<file path="config.mk">
export PLATFORM = sky130hd
export DESIGN_NAME = hazard_stall
export DESIGN_NICKNAME = d
export VERILOG_FILES = /design/src/rtl/hazard_stall.sv
export SDC_FILE = /design/constraint.sdc
export NUM_CORES = 1
export LEC_CHECK = 0
export ABC_AREA = 1
export CAP_MARGIN = 20
export CORE_UTILIZATION = 35
export DETAILED_ROUTE_END_ITERATION = 16
export DONT_BUFFER_PORTS = 1
export HOLD_SLACK_MARGIN = 0.12
export PLACE_DENSITY = 0.55
export REMOVE_ABC_BUFFERS = 1
export SYNTH_ARGS = -nofsm -noshare
export SYNTH_HDL_FRONTEND = slang
export SYNTH_SLANG_ARGS = --single-unit
</file>
<file path="constraint.sdc">
create_clock -name clk -period 1.65 [get_ports clk]
set_clock_uncertainty 0.15 [all_clocks]
set_input_delay 0.495 -clock clk [delete_from_list [all_inputs] [get_ports clk]]
set_output_delay 0.495 -clock clk [all_outputs]
set_load 0.005 [all_outputs]
</file>
<file path="src/rtl/hazard_stall.sv">
// Pipeline interlock: load-use and MD-unit stalls, taken-branch flush,
// and the busy sequencer for the multi-cycle multiply/divide unit.
module hazard_stall #(
  parameter int unsigned MUL_CYCLES = 4,
  parameter int unsigned DIV_CYCLES = 32
) (
  input  logic       clk,
  input  logic       rst,
  input  logic [4:0] id_rs,
  input  logic [4:0] id_rt,
  input  logic       id_use_rs,
  input  logic       id_use_rt,
  input  logic       id_md_use,
  input  logic [4:0] ex_wr_reg,
  input  logic       ex_mem_read,
  input  logic       ex_md_start,
  input  logic       ex_md_is_div,
  input  logic       ex_branch_taken,
  output logic       pc_stall,
  output logic       if_id_stall,
  output logic       if_id_flush,
  output logic       id_ex_flush,
  output logic       md_busy,
  output logic       md_done
);

  typedef enum logic [1:0] {
    IDLE = 2'd0,
    BUSY = 2'd1,
    DONE = 2'd2
  } md_state_t;

  localparam logic [5:0] MUL_LOAD = 6'(MUL_CYCLES - 1);
  localparam logic [5:0] DIV_LOAD = 6'(DIV_CYCLES - 1);

  md_state_t  state, state_nx;
  logic [5:0] cnt, cnt_nx;
  logic       load_use;
  logic       md_hold;

  always_ff @(posedge clk or posedge rst) begin
    if (rst) begin
      state <= IDLE;
      cnt   <= '0;
    end else begin
      state <= state_nx;
      cnt   <= cnt_nx;
    end
  end

  // Loading N-1 and leaving at cnt==0 keeps BUSY for exactly N cycles.
  always_comb begin
    state_nx = state;
    cnt_nx   = cnt;
    unique case (state)
      IDLE: begin
        if (ex_md_start) begin
          cnt_nx   = ex_md_is_div ? DIV_LOAD : MUL_LOAD;
          state_nx = BUSY;
        end
      end
      BUSY: begin
        if (cnt == '0) state_nx = DONE;
        else           cnt_nx   = cnt - 6'd1;
      end
      DONE:    state_nx = IDLE;
      default: state_nx = IDLE;
    endcase
  end

  always_comb begin
    load_use = ex_mem_read && (ex_wr_reg != '0) &&
               ((id_use_rs && (id_rs == ex_wr_reg)) ||
                (id_use_rt && (id_rt == ex_wr_reg)));
    md_hold  = id_md_use && (ex_md_start || (state != IDLE));
    md_busy  = (state != IDLE);
    md_done  = (state == DONE);

    pc_stall    = 1'b0;
    if_id_stall = 1'b0;
    if_id_flush = 1'b0;
    id_ex_flush = 1'b0;
    // A taken branch squashes the stalled instruction anyway, so it wins.
    if (ex_branch_taken) begin
      if_id_flush = 1'b1;
      id_ex_flush = 1'b1;
    end else if (load_use || md_hold) begin
      pc_stall    = 1'b1;
      if_id_stall = 1'b1;
      id_ex_flush = 1'b1;
    end
  end

endmodule

</file>
; ---- Word-level counts from Yosys, hierarchy flattened
; Index checks and enable logic that the tools add are counted.
[classes]
n_addsub = 1
multipliers = 0
n_div = 0
n_lt_le_gt_ge = 0
eq_ne = 7
shifts = 0
n_mux = 11
bitwise_logic = 0
reduce_logical = 15
[ops]
columns = cell, n
row1 = two-way mux 6 bit, 2
row2 = case mux 6 bit (2 select lines), 1
row3 = == test 5 bit, 2
row4 = zero test 6 bit, 1
row5 = != test 2 bit (second input constant), 3
row6 = subtractor 6 x 1 -> 6 bit (second input constant), 1
row7 = logical AND 1 bit, 5
row8 = two-way mux 5 bit, 1
row9 = nonzero test 5 bit, 1
row10 = two-way mux 1 bit, 4
row11 = two-way mux 2 bit, 2
row12 = case mux 2 bit (2 select lines), 1
row13 = nonzero test 2 bit, 2
row14 = logical OR 1 bit, 3
row15 = AND reduction 3 bit, 1
row16 = == test 2 x 1 -> 1 bit (second input constant), 1
row17 = == test 2 bit (second input constant), 1
row18 = zero test 2 bit, 1
row19 = AND reduction 2 bit, 1
[word_totals]
register_bits = 8
latchBits = 0
mem_bits_rw = 0
mem_bits_ro = 0
elab_cells = 36
n_memories = 0

; ---- Depth between registers and ports, before layout
[depth]
ltp_word = 7
mapped_depth = 9

; ---- Worst setup path after synthesis
; Ideal clock, no wire load.
[synth_timing]
path_kind = input to output
start = in ex_wr_reg[3]
end = out pc_stall
arrival_time_ps = 1212
required_time_ps = 1005
path_slack_ps = -207
path_stages = 9
n_path_buf = 1
path_cell_list = inv_1 > nand2_1 > nand2_1 > nor2_1 > nand3_1 > nand2_1 > nand2_1 > a21oi_1 > buf_4
[synth_via]
elab_chain_len = 7
[synth_lines]
columns = element, line
row1 = "start, declared", 14  ; input logic [4:0] ex_wr_reg,
row2 = == test 5 bit (on tied branches), "73, 74"
row3 = logical AND 1 bit (on tied branches), "73, 74"
row4 = logical OR 1 bit, 73  ; ((id_use_rs && (id_rs == ex_wr_reg)) ||
row5 = logical AND 1 bit (*), 72  ; load_use = ex_mem_read && (ex_wr_reg != '0) &&
row6 = logical OR 1 bit (*), 87  ; end else if (load_use || md_hold) begin
row7 = two-way mux 1 bit (*) (2 in series), -
row8 = "end, declared", 19  ; output logic pc_stall,
; Mark *: on every way between the ends. The rest lies on a longest branch, timed or not.

; ---- Final worst setup path
[layout_timing]
start = reg state[0]
end = out id_ex_flush
[layout_via]
elab_chain_len = 6
[layout_lines]
columns = element, line
row1 = "start, declared", 36  ; md_state_t state, state_nx;
row2 = "start signal, assigned", 46  ; state <= state_nx;
row3 = nonzero test 2 bit, 75  ; md_hold = id_md_use && (ex_md_start || (state != IDLE));
row4 = logical OR 1 bit, 75
row5 = logical AND 1 bit, 75
row6 = logical OR 1 bit, 87
row7 = two-way mux 1 bit, 87
row8 = two-way mux 1 bit, 84  ; if (ex_branch_taken) begin
row9 = "end, declared", 22  ; output logic id_ex_flush,
; Every way passes these cells.

==> results.md <==
- The run finished, with violations left.
- The final reports fail on negative setup slack.
- The clock tree from TritonCTS is done.
- The clock-pin transition on the worst setup and hold timing paths is 0.06 ns.
- The highest net fanout along the worst path is 2.
- The maximum clock rate is 564 MHz.
- The time the worst path needs with I/O delays and setup is 1.77 ns.
- The die area is 2300 µm².
- The worst register-to-register path has a setup slack of 0.16 ns.
- For this design the static power due to leakage is 0.533 nW.
- Power spread over the standard cell area amounts to 1300 nW/µm².
- Registers are responsible for 25.8% of the overall power.
- The required time of the critical path is 1.00 ns.
- The Yosys step of the flow raised 0 warnings.
- The post-route clock period utilization is 107%.
- The first global-routing pass estimated 2550 µm of wire.
- The maximum root-to-sink buffer count is 2.
- The post-detailed-route via-to-cell ratio is 4.59.
- The clock network fraction of total power is 12.4%.
- In this run the standard cell core region covers 1980 µm².
- After synthesis the netlist holds a flip-flop and latch count of 8.
- The area added between synthesis and finish is 35.2%.
- The worst slack at placement is -0.219 ns.
- The row count is 16.
- The part of the total power dissipated in combinational logic is 61.8%.
- The antenna cell count is 0.
- The clock latency of the later-clocked register in the worst-skew pair is 0.27 ns.
- The number of antenna violations at the first check in global routing is 0.
- The standard cell with the maximum stage delay on the critical path is sky130_fd_sc_hd__dfrtp_1.
- The worst slew margin relative to its limit is 77.8%.
- Walking the worst path, the cells encountered are nor2_2, inv_2, o21ai_4, nand3b_1.
- The total wire length after detailed routing is 1730 µm.
- In the synthesized netlist, the number of instances is 123.
- Across all layers, the routed design uses 735 vias.
- Of the cells placed in the final design, the portion with a size suffix greater than 1 is 37.6%.
- For this run, design rule violations remaining after detail routing come to 0.
- The mean instance size in the synthesized netlist is 6.01 µm².
- The count of nets left with antenna violations once routing finished came out at 0.
- The final design instance area without fill is 1000 µm².
- For the worst setup path, the data arrival time is 1.13 ns.
- IR analysis of the VDD net gives a maximum drop of 0.000660 V.
- After synthesis, flip-flops and latches occupy 27.1% of the total area.
- The number of cells on the worst hold path is 4.
- CTS built an H-tree with a depth of 1.
- During I/O placement, the number of pins put on the boundary was 30.
- The worst register-to-register path begins at state[1].
- The end point of the most critical hold path is cnt[3].
- The critical path startpoint category is a register.
- After global routing the overflow that remains totals 0.
- The average wire per cell in the routed design is 10.8 µm.
- Buffers placed on the I/O ports in this run total 0.
- The half-perimeter wire length of the detailed placement result is 1240 µm.
- The number of hold violations in the final report came to 0.
- The total of endpoints with negative setup slack in the final report is 5.
- The max-slew violation count is 0.
- The initial core utilization is 37.3%.
- The cell area reported after detailed placement is 788 µm².
- For this design, the sink count on the clock tree is 8.
- The routability congestion estimate from global placement is 0.749.
- Counting cells, the worst reg-to-reg path comes to 9.
- Clock tree synthesis selected as its root buffer the cell sky130_fd_sc_hd__clkbuf_4.
- The number of buffers created by CTS is 3.
- The start-to-end type of the worst setup path is reg2out.
- The layout net count is 161.
- The post-layout worst setup margin is -0.123 ns.
- The via count of the first global-routing pass is 675.
- The stage delay of the slowest cell on the critical path is 0.38 ns.
- The transition time at the pin with the least slew margin is 0.332 ns.
- The class of the most critical hold timing path is in2reg.
- The floorplan step set the die height to 48.0 µm.
- The critical register-to-register path endpoint is cnt[3].
- Global routing used 16.7% of the available tracks.
- Net switching is 45.7% of the power.
- The number of unique standard cell types used by synthesis is 22.
- For this block, the initial DRC count from the detailed router was 24.
- STA classifies the critical path endpoint as an output port.
- The internal power consumption is 0.706 mW.
- The width of the die is 48.0 µm.
- The source of the worst hold timing path is ex_md_is_div.
- The iteration count of the initial detailed-routing pass is 4.
- The maximum number of pins on one net before global-route repair is 9.
- Max-cap violations in this run came to 0.
- Setup repair after global routing could not meet its margin everywhere.
- The total net switching power is 0.594 mW.
- The mapped netlist covers 739 µm².
==> cell usage in the layout (no fill, tap or decap), types with 2 or more instances in the layout <==
cell and instances:
sky130_fd_sc_hd__o21ai_1 3, sky130_fd_sc_hd__nor2_2 4, sky130_fd_sc_hd__inv_1 16, sky130_fd_sc_hd__nand2_1 26, sky130_fd_sc_hd__o21ai_0 3, sky130_fd_sc_hd__buf_4 7, sky130_fd_sc_hd__nor2_4 3, sky130_fd_sc_hd__nand2_4 3
sky130_fd_sc_hd__nor2_1 13, sky130_fd_sc_hd__dfrtp_1 8, sky130_fd_sc_hd__a21oi_1 2, sky130_fd_sc_hd__inv_4 3, sky130_fd_sc_hd__inv_8 3, sky130_fd_sc_hd__nor3_1 2, sky130_fd_sc_hd__inv_2 4, sky130_fd_sc_hd__nand2_2 12
sky130_fd_sc_hd__nand3_1 2, sky130_fd_sc_hd__ha_1 2, sky130_fd_sc_hd__clkbuf_4 3, sky130_fd_sc_hd__nand4_1 2
==> power by group through the flow <==
stage | clock network [mW] | logic (mW) | registers [mW]
global placement | 0 | 0.671 | 0.339
CTS | 0.168 | 0.722 | 0.337
finish | 0.161 | 0.804 | 0.335
detailed placement | 0 | 0.685 | 0.342
floorplan | 0 | 0.543 | 0.332
global route | 0.177 | 0.910 | 0.346
==> repair_timing <==
action | in CTS | in global routing
setup buffers | 1 | 3
pin swaps | 11 | 20
gates resized for setup | 16 | 46
endpoints found under the setup margin | 4 | 4
endpoints found under the hold margin | 8 | 0
hold buffers | 1 | 0
==> critical path: cells and delay by family, from the launching register on <==
family / cells / cell delay, ns
flip-flops: 1 / 0.38
AND/OR/NAND/NOR: 2 / 0.26
AO/OA/AOI/OAI: 1 / 0.16
buffers and inverters: 1 / 0.07
==> kinds of logic (layout without fill, tap and decap cells) <==
kind of cell	after synthesis	count (layout)	synth area share (%)
buffers and inverters	31	41	17.1
AO/OA/AOI/OAI	11	11	7.78
XOR/XNOR	1	1	1.18
flip-flops	8	8	27.1
adder cells (fa/ha/maj)	2	2	3.38
AND/OR/NAND/NOR	70	70	43.5
==> synth_stat cells <==
master | number | share of area [%]
sky130_fd_sc_hd__buf_4 | 2 | 2.0
sky130_fd_sc_hd__inv_4 | 1 | 0.85
sky130_fd_sc_hd__nand2_1 | 40 | 20
sky130_fd_sc_hd__o21ai_0 | 4 | 2.7
sky130_fd_sc_hd__nand4_1 | 2 | 1.7
sky130_fd_sc_hd__xor2_1 | 1 | 1.2
sky130_fd_sc_hd__inv_2 | 1 | 0.51
sky130_fd_sc_hd__nand3b_1 | 1 | 1.0
sky130_fd_sc_hd__nor2_2 | 1 | 0.85
sky130_fd_sc_hd__ha_1 | 2 | 3.4
sky130_fd_sc_hd__a21oi_1 | 3 | 2.0
sky130_fd_sc_hd__nand4_2 | 1 | 1.7
sky130_fd_sc_hd__nand3_1 | 2 | 1.4
sky130_fd_sc_hd__inv_1 | 27 | 14
sky130_fd_sc_hd__nor3_1 | 2 | 1.4
sky130_fd_sc_hd__nor2_8 | 1 | 2.7
sky130_fd_sc_hd__nor2_4 | 2 | 3.0
sky130_fd_sc_hd__nor2_1 | 17 | 8.6
sky130_fd_sc_hd__dfrtp_1 | 8 | 27
sky130_fd_sc_hd__o21ai_1 | 3 | 2.0
sky130_fd_sc_hd__a22oi_1 | 1 | 1.0
sky130_fd_sc_hd__nand2_2 | 1 | 0.85
==> cell type report <==
type	instances	area [µm²]
Clock buffer	3	22.5
Fill cell	214	982
Inverter	29	169
Multi-Input combinational cell	84	500
Sequential cell	8	200
Tap cell	27	33.8
Timing Repair Buffer	9	73.8
==> worst max-delay path by stage <==
stage | start | to | slack, ns | cells after the start
2_1_floorplan | ex_wr_reg[3] | if_id_stall | -0.1 | 8
3_3_place_gp | ex_wr_reg[3] | if_id_stall | -0.22 | 8
3_5_place_dp | ex_wr_reg[3] | if_id_stall | -0.22 | 8
4_1_cts | id_rt[0] | if_id_stall | -0.15 | 8
5_1_grt | state[0] | id_ex_flush | -0.17 | 4
6_report | state[0] | id_ex_flush | -0.12 | 4
==> registers in the layout, summed over array words and instances (netlist names) <==
register,count
cnt,6
state,2
==> layer usage <==
layer | vias up | track usage [%] | routed length (µm)
met5 | - | 0 | 0
met4 | 0 | 8.33 | 39
met3 | 5 | 6.79 | 91
met2 | 20 | 27.3 | 875
met1 | 325 | 18.6 | 722
li1 | 385 | - | -
==> per-stage QoR <==
stage	total power, mW	hold slack (ns)	TNS [ns]	cells	utilization, %
2_1_floorplan	0.874	0.161	-0.193	121	-
3_3_place_gp	1.01	0.209	-0.572	152	39.8
3_5_place_dp	1.03	0.220	-0.588	152	39.8
4_1_cts	1.23	0.358	-0.412	157	43.3
5_1_grt	1.43	0.385	-0.687	160	50.4
6_report	1.30	0.368	-0.382	160	50.4
Power figures use the tool's default switching activity.
